$ cat src/rtl/cpu_pkg.sv
// cpu_pkg: shared opcodes, flag struct, flag-update classification and datapath widths.
package cpu_pkg;
  localparam int DW = 16;
  localparam int RW = 4;
  typedef enum logic [3:0] {
    OP_ADD, OP_SUB, OP_XOR, OP_RED, OP_SLL, OP_SRA, OP_ROR, OP_PADDSB,
    OP_LW, OP_SW, OP_LHB, OP_LLB, OP_B, OP_BR, OP_PCS, OP_HLT
  } opcode_t;
  typedef struct packed {
    logic z;
    logic v;
    logic n;
  } flags_t;
  typedef enum logic {ST_RUN, ST_HALTED} state_t;
  function automatic logic sets_all_flags(opcode_t op);
    return op == OP_ADD || op == OP_SUB;
  endfunction
  function automatic logic sets_z_only(opcode_t op);
    return op == OP_XOR || op == OP_SLL || op == OP_SRA || op == OP_ROR;
  endfunction
endpackage

$ cat src/rtl/flag_unit.sv
// flag_unit: architectural Z/V/N register, updated only by accepted flag-setting opcodes.
module flag_unit import cpu_pkg::*; #(
  parameter int DW = 16
) (
  input  logic          clk,
  input  logic          rst,
  input  logic          accept,
  input  opcode_t       op,
  input  logic [DW-1:0] result,
  input  logic          ovfl,
  output flags_t        flags
);
  always_ff @(posedge clk) begin
    if (rst) flags <= '0;
    else if (accept && sets_all_flags(op)) flags <= '{z: result == '0, v: ovfl, n: result[DW-1]};
    else if (accept && sets_z_only(op)) flags.z <= result == '0;
  end
endmodule

$ cat src/rtl/ex_mem_stage.sv
// ex_mem_stage: EX/MEM pipeline register with stall/flush handling, flag unit and sticky halt FSM.
module ex_mem_stage import cpu_pkg::*; #(
  parameter int DW = 16,
  parameter int RW = 4
) (
  input  logic          clk,
  input  logic          rst,
  input  logic          ex_valid,
  input  logic [3:0]    ex_ctrl,
  input  logic [DW-1:0] ex_result,
  input  logic          ex_ovfl,
  input  logic [RW-1:0] ex_dst,
  input  logic          ex_wr_en,
  input  logic [DW-1:0] ex_store_data,
  input  logic          stall,
  input  logic          flush,
  output logic          mem_valid,
  output logic [3:0]    mem_ctrl,
  output logic [DW-1:0] mem_result,
  output logic [RW-1:0] mem_dst,
  output logic          mem_wr_en,
  output logic [DW-1:0] mem_store_data,
  output logic          flag_z,
  output logic          flag_v,
  output logic          flag_n,
  output logic          halted
);
  state_t state_q, state_d;
  flags_t flags;
  opcode_t op;
  logic accept;
  assign op = opcode_t'(ex_ctrl);
  assign halted = state_q == ST_HALTED;
  assign accept = ex_valid & ~stall & ~flush & ~halted;
  always_comb begin
    state_d = state_q;
    state_d = (state_q == ST_RUN && accept && op == OP_HLT) ? ST_HALTED : state_q;
  end
  always_ff @(posedge clk) begin
    if (rst) state_q <= ST_RUN;
    else state_q <= state_d;
  end
  // Flush and halt both drop valid; stall only holds when nothing kills the slot.
  always_ff @(posedge clk) begin
    if (rst) begin
      mem_valid      <= 1'b0;
      mem_ctrl       <= '0;
      mem_result     <= '0;
      mem_dst        <= '0;
      mem_wr_en      <= 1'b0;
      mem_store_data <= '0;
    end else if (halted || flush) begin
      mem_valid <= 1'b0;
      mem_wr_en <= 1'b0;
    end else if (accept) begin
      mem_valid      <= 1'b1;
      mem_ctrl       <= ex_ctrl;
      mem_result     <= ex_result;
      mem_dst        <= ex_dst;
      mem_wr_en      <= ex_wr_en && op != OP_HLT;
      mem_store_data <= ex_store_data;
    end else if (!stall) begin
      mem_valid <= 1'b0;
      mem_wr_en <= 1'b0;
    end
  end
  flag_unit #(.DW(DW)) u_flags (
    .clk(clk),
    .rst(rst),
    .accept(accept),
    .op(op),
    .result(ex_result),
    .ovfl(ex_ovfl),
    .flags(flags)
  );
  assign flag_z = flags.z;
  assign flag_v = flags.v;
  assign flag_n = flags.n;
endmodule

$ cat config.mk
export PLATFORM = sky130hd
export DESIGN_NAME = ex_mem_stage
export DESIGN_NICKNAME = d
export VERILOG_FILES = /design/src/rtl/cpu_pkg.sv /design/src/rtl/flag_unit.sv /design/src/rtl/ex_mem_stage.sv
export SDC_FILE = /design/constraint.sdc
export NUM_CORES = 1
export LEC_CHECK = 0
export ABC_AREA = 0
export CAP_MARGIN = 40
export CORE_MARGIN = 1
export CORE_UTILIZATION = 54
export CTS_CLUSTER_DIAMETER = 200
export DETAILED_ROUTE_END_ITERATION = 10
export DONT_BUFFER_PORTS = 1
export HOLD_SLACK_MARGIN = 0.05
export PLACE_DENSITY_LB_ADDON = 0.3
export SYNTH_ARGS = -nofsm -noshare
export SYNTH_HDL_FRONTEND = slang
export SYNTH_HIERARCHICAL = 1
export SYNTH_SLANG_ARGS = --single-unit
$ cat constraint.sdc
create_clock -name clk -period 1.9 [get_ports clk]
set_clock_uncertainty 0.1 [all_clocks]
set_input_delay 0.095 -clock clk [delete_from_list [all_inputs] [get_ports clk]]
set_output_delay 0.095 -clock clk [all_outputs]
set_load 0.1 [all_outputs]
==> results of run 1 <==
[where the power goes]
group	switching, mW	leakage, nW	internal [mW]
combinational	0.326	0.608	0.131
sequential	0.0113	0.374	0.992
clock	0.308	0.0567	0.393
[how the worst max path moves through the flow]
stage / from / slack [ns] / to
5_1_grt: halted$_SDFFE_PP0P_ / 0.06 / u_flags/flags[1]$_SDFFE_PP0P_
2_1_floorplan: halted$_SDFFE_PP0P_ / -0.08 / u_flags/flags[0]$_SDFFE_PP0P_
3_5_place_dp: halted$_SDFFE_PP0P_ / 0.11 / u_flags/flags[1]$_SDFFE_PP0P_
4_1_cts: halted$_SDFFE_PP0P_ / 0.09 / u_flags/flags[1]$_SDFFE_PP0P_
6_report: halted$_SDFFE_PP0P_ / 0.12 / u_flags/flags[1]$_SDFFE_PP0P_
3_3_place_gp: halted$_SDFFE_PP0P_ / 0.20 / u_flags/flags[1]$_SDFFE_PP0P_
[logic make-up (layout without fill, tap and decap cells)]
group | after synthesis | after routing | share of synthesized area (%)
AO/OA/AOI/OAI | 45 | 45 | 14.0
buffers and inverters | 15 | 104 | 5.46
flip-flops | 46 | 46 | 54.3
multiplexers | 2 | 2 | 1.18
AND/OR/NAND/NOR | 95 | 95 | 25.0
[cell type report]
| cell class | count | share of cell area, % |
|---|---|---|
| Multi-Input combinational cell | 142 | 26.5 |
| Sequential cell | 46 | 35.4 |
| Clock inverter | 1 | 1.15 |
| Inverter | 1 | 0.336 |
| Tap cell | 31 | 1.49 |
| Timing Repair Buffer | 95 | 32.1 |
| Clock buffer | 7 | 2.93 |
[registers in the layout, indices dropped and copies added, names as in the netlist]
register / flops
halted: 1
mem_ctrl: 4
mem_dst: 4
mem_result: 16
mem_store_data: 16
mem_valid: 1
mem_wr_en: 1
u_flags/flags: 3
[synth_stat cells]
| cell | count | area [µm²] |
|---|---|---|
| clkbuf_1 | 8 | 30.0 |
| a21oi_1 | 42 | 210 |
| dfxtp_1 | 46 | 921 |
| o21ba_2 | 1 | 10.0 |
| buf_6 | 4 | 45.0 |
| a311oi_1 | 1 | 8.76 |
| nor4_1 | 3 | 18.8 |
| mux2i_1 | 2 | 20.0 |
| buf_2 | 1 | 5.00 |
| nand2_1 | 81 | 304 |
| clkinv_4 | 1 | 8.76 |
| nor2b_1 | 1 | 6.26 |
| nand4_1 | 2 | 12.5 |
| nor4b_4 | 1 | 23.8 |
| nor4_2 | 3 | 37.5 |
| a32oi_1 | 1 | 8.76 |
| nor2_1 | 3 | 11.3 |
| buf_1 | 1 | 3.75 |
| or4b_1 | 1 | 10.0 |
[repair_timing]
item | CTS | global route
hold buffers | 46 | 0
endpoints found under the setup margin | 0 | 3
resized for setup | 0 | 2
hold endpoints to repair | 46 | 0
[critical path, delay by kind of cell (launching register included)]
family | cells | cell delay, ns
mux | 1 | 0.25
flops | 1 | 0.37
simple gates | 3 | 0.85
buf+inv | 1 | 0.12
[through the flow]
stage | hold slack [ns] | area, µm² | TNS [ns] | util [%] | power (mW)
detailed placement | 0.0694 | 2020 | 0 | 70.9 | 1.36
finish | 0.0385 | 2610 | 0 | 91.4 | 2.16
global route | 0.0514 | 2610 | 0 | 91.4 | 2.22
CTS | 0.0731 | 2600 | 0 | 91.1 | 2.15
floorplan | 0.0674 | 1700 | -0.157 | - | 1.32
global placement | 0.0674 | 2020 | 0 | 70.9 | 1.35
[routing by layer]
| metal | share of wire (%) | track usage, % |
|---|---|---|
| met4 | 3.7 | 18.7 |
| met1 | 35 | 34.7 |
| met3 | 8.1 | 10.7 |
| met5 | 0 | 0 |
| met2 | 53 | 63.2 |
==> results.toml, run 1 <==
[setup_path]
required_ns = 2.06
r2r-end = "u_flags/flags[1]$_SDFFE_PP0P_"
critPathSlowestCell = "or4b_4"
reg2reg_slack_ns = 0.12
critical_path_class = "reg -> reg"
rr_worst_depth = 5
reg2reg_from = "halted$_SDFFE_PP0P_"
crit_path_max_fanout = 12
critPathLaunchType = "flop"
arrival_ns = 1.94
crit_chain = "or4b_4, clkinv_4, nor4b_4, mux2i_1, nor2_1"
end_kind = "flop"
max_stage_delay_ns = 0.52

[floorplan]
die-area_um2 = 3370
start_util_pct = 59.4
coreArea_um2 = 2850
die_x_um = 58.0
ios = 93
rows = 19
die_h_um = 58.0

[sta]
layout_setup_ws_ns = 0.117
worstMarginPinSlew_ns = 0.424
rsz0062_at_grt = "no"
relSlewSlack_pct = 71.7
hold_viol_final = 0
max_freq_mhz = 561
final_max_slew_viol_count = 0
period_needed_ns = 1.78
period_share_pct = 93.8
finalSetupViolCount = 0

[drt]
vias = 1829
ant_nets = 0
via_per_inst = 5.66
routedWlPerCell_um = 18.1
firstDrtPassIters = 9
finalWirelength_um = 5830
drc_errors = 7
drt_iter0_drc = 111

[cts]
cts_buffer_depth = 2
clk_pin_slew_worst_paths_ns = 0.13
cts_buffers = 5
post_cts_buffers = 0
cts_root_buf = "clkbuf_4"
cts_tree = "built"
clock_latency_ns = 0.35
cts_sinks = 46
cts-htree-levels = 2

[cells_and_area]
instances_no_fill = 323
nNetsFinal = 338
diodes = 0
layout_common_cells = "81 x nand2_1, 49 x buf_4, 45 x dlygate4sd3_1, 45 x dfxtp_1, 42 x a21oi_1"
final_common_cell = "nand2_1"
final-seq-area_um2 = 925
fillerInstances = 127
area_delta_synth_final_pct = 53.9
layout-drive-gt1-share_pct = 22.9
multiInputGateArea_um2 = 692

[run_status]
outcome = "finished, violations left"
violations = "DRC"

[yosys]
yosys.cell_types.count = 19
synth-seq-cells = 46
yosysWarnings = 6
avgSynthCellArea_um2 = 8.35
netlist_area_um2 = 1700
syn_nets = 250
synthCells = 203
seq_area_frac_synth_pct = 54.3

[power_and_ir_drop]
p_leak_nw = 1.04
p_per_area_nw_per_um2 = 829
vdd_drop_max_v = 0.000720

[worst_hold_path]
hold_path_class = "in -> reg"
holdPathEnd = "mem_result[9]$_SDFFE_PP0P_"
min_path_cells = 4
min_from = "stall"

[place]
place_ws_ns = 0.109
place.gp.congestion = 0.765
numPortBuffers = 0
dpl.cell_count = 269
dpl.hpwl_um = 2960

[global_routing]
grt_usage_pct = 34.6
grt_pass1_vias = 1837
antenna_found_initial = 0
grt_overflow_total = 0
grt_max_degree = 47
grt_first_pass_wirelength_um = 8560

[job]
cap_viol_max_count = 0
(Power assumes the default switching activity.)
==> run 2, diff against run 1 <==
--- a/config.mk
+++ b/config.mk
@@ -13,7 +13,7 @@
 export DETAILED_ROUTE_END_ITERATION = 10
 export DONT_BUFFER_PORTS = 1
 export HOLD_SLACK_MARGIN = 0.05
-export PLACE_DENSITY_LB_ADDON = 0.3
+export PLACE_DENSITY = 0.77
 export SYNTH_ARGS = -nofsm -noshare
 export SYNTH_HDL_FRONTEND = slang
 export SYNTH_HIERARCHICAL = 1
==> run 2 against run 1 <==
The flow still finishes with violations (DRC). Design area fell by 1.4%. Worst hold slack improved by 0.036 ns. Setup slack got worse by 0.015 ns. Flip-flop and latch count did not move. Maximum frequency fell by 0.82%. Register-to-register slack barely moved. Sequential power barely moved. Die area did not move. First-iteration DRC count rose by 20%. Via count fell by 2.6%. Sequential share of layout area rose by 0.52 points. Clock power fell by 18%.
==> results.toml, run 2 (synthesis gave the netlist of run 1 again) <==
[place]
place_ws_ns = 0.153
place.gp.congestion = 0.764
dpl.cell_count = 269
place_area_um2 = 2020
dpl.hpwl_um = 2890
numPortBuffers = 0

[global_routing]
grt_pass1_vias = 1742
grt_first_pass_wirelength_um = 7570
grt_usage_pct = 29.7
grt_overflow_total = 0
antenna_found_initial = 0
grt_max_degree = 47

[power_and_ir_drop]
p_leak_nw = 1.02
vdd_drop_max_v = 0.000719
p_per_area_nw_per_um2 = 789
total_power_mw = 2.03

[drt]
ant_nets = 0
finalWirelength_um = 5060
firstDrtPassIters = 10
vias = 1782
via_per_inst = 5.52
drt_iter0_drc = 133
drc_errors = 7
routedWlPerCell_um = 15.7

[setup_path]
crit_chain = "or4b_1, clkinv_4, nor4b_4, mux2i_1, nor2_1"
crit_path_max_fanout = 11
reg2reg_from = "halted$_SDFFE_PP0P_"
rr_worst_depth = 5
r2r-end = "u_flags/flags[0]$_SDFFE_PP0P_"
startpoint = "halted$_SDFFE_PP0P_"
arrival_ns = 1.95
critical_path_class = "reg -> reg"
required_ns = 2.05
critPathSlowestCell = "or4b_1"
cp-endpoint = "u_flags/flags[0]$_SDFFE_PP0P_"
max_stage_delay_ns = 0.54
end_kind = "flop"
reg2reg_slack_ns = 0.10
critPathLaunchType = "flop"

[sta]
layout_setup_ws_ns = 0.103
finalSetupViolCount = 0
fin_hold_ws_ns = 0.0746
hold_viol_final = 0
worstMarginPinSlew_ns = 0.406
period_needed_ns = 1.80
final_max_slew_viol_count = 0
relSlewSlack_pct = 73.0
finalSetupTns_ns = 0
period_share_pct = 94.6
max_freq_mhz = 556
rsz0062_at_grt = "no"

[floorplan]
die-area_um2 = 3370
start_util_pct = 59.4
die_x_um = 58.0
coreArea_um2 = 2850
die_h_um = 58.0
rows = 19
ios = 93

[cts]
cts_root_buf = "clkbuf_4"
cts_buffers = 5
cts_sinks = 46
cts_buffer_depth = 2
post_cts_buffers = 0
clk_pin_slew_worst_paths_ns = 0.13
cts_tree = "built"
cts-htree-levels = 2
clock_latency_ns = 0.35

[cells_and_area]
final_common_cell = "nand2_1"
instances_no_fill = 323
nNetsFinal = 338
diodes = 0
largestRegisters = "mem_result (16), mem_store_data (16)"
final_cell_area_um2 = 2570
final_core_util_pct = 90.1
area_delta_synth_final_pct = 51.7
layout-drive-gt1-share_pct = 21.9
fillerInstances = 129
layout_common_cells = "81 x nand2_1, 49 x buf_4, 45 x dlygate4sd3_1, 45 x dfxtp_1, 42 x a21oi_1"

[worst_hold_path]
hold_path_class = "in -> reg"

[run_status]
outcome = "finished, violations left"
violations = "DRC"

[job]
cap_viol_max_count = 0
==> run 2: where the power goes <==
group	leakage, nW	total, mW	switching (mW)	internal (mW)
Clock	0.0385	0.577	0.299	0.278
Combinational	0.606	0.450	0.320	0.130
Sequential	0.374	1.00	0.0109	0.992
==> run 2: area by class of cell <==
class                           instances  area (µm²)  area share (%)
Timing Repair Buffer                   95         838            32.6
Tap cell                               31        38.8            1.51
Clock inverter                          2        37.5            1.46
Multi-Input combinational cell        142         682            26.5
Clock buffer                            6        41.3            1.61
Sequential cell                        46         925            36.0
Inverter                                1        8.76           0.341
==> run 2: metal layers <==
metal  track usage [%]  up-vias  share of wire (%)
met5                 0        -                  0
met4              8.84        0                1.7
met3              10.7       12                8.6
met2              57.3       95                 53
met1              29.4      829                 37
li1                  -      846                  -
==> run 2: timing repair <==
item,CTS,global route
resized for setup,0,0
endpoints found under the hold margin,46,0
hold buffers,46,0
==> run 2: critical path, delay by kind of cell (launching register included) <==
kind | cells | cell delay [ns]
buffers and inverters | 1 | 0.12
AND/OR/NAND/NOR | 3 | 0.88
multiplexers | 1 | 0.24
flip-flops | 1 | 0.36
==> run 2: worst min-delay path by stage <==
stage                      from  depth (start not counted)  slack [ns]                       endpoint
after floorplan             rst                          1        0.07  u_flags/flags[0]$_SDFFE_PP0P_
after global placement      rst                          1        0.07    mem_result[11]$_SDFFE_PP0P_
after detailed placement    rst                          1        0.07    mem_result[13]$_SDFFE_PP0P_
after CTS                 flush                          4        0.07       mem_ctrl[1]$_SDFFE_PP0P_
after global routing      flush                          4         0.1       mem_ctrl[1]$_SDFFE_PP0P_
final                     flush                          4        0.07       mem_ctrl[1]$_SDFFE_PP0P_
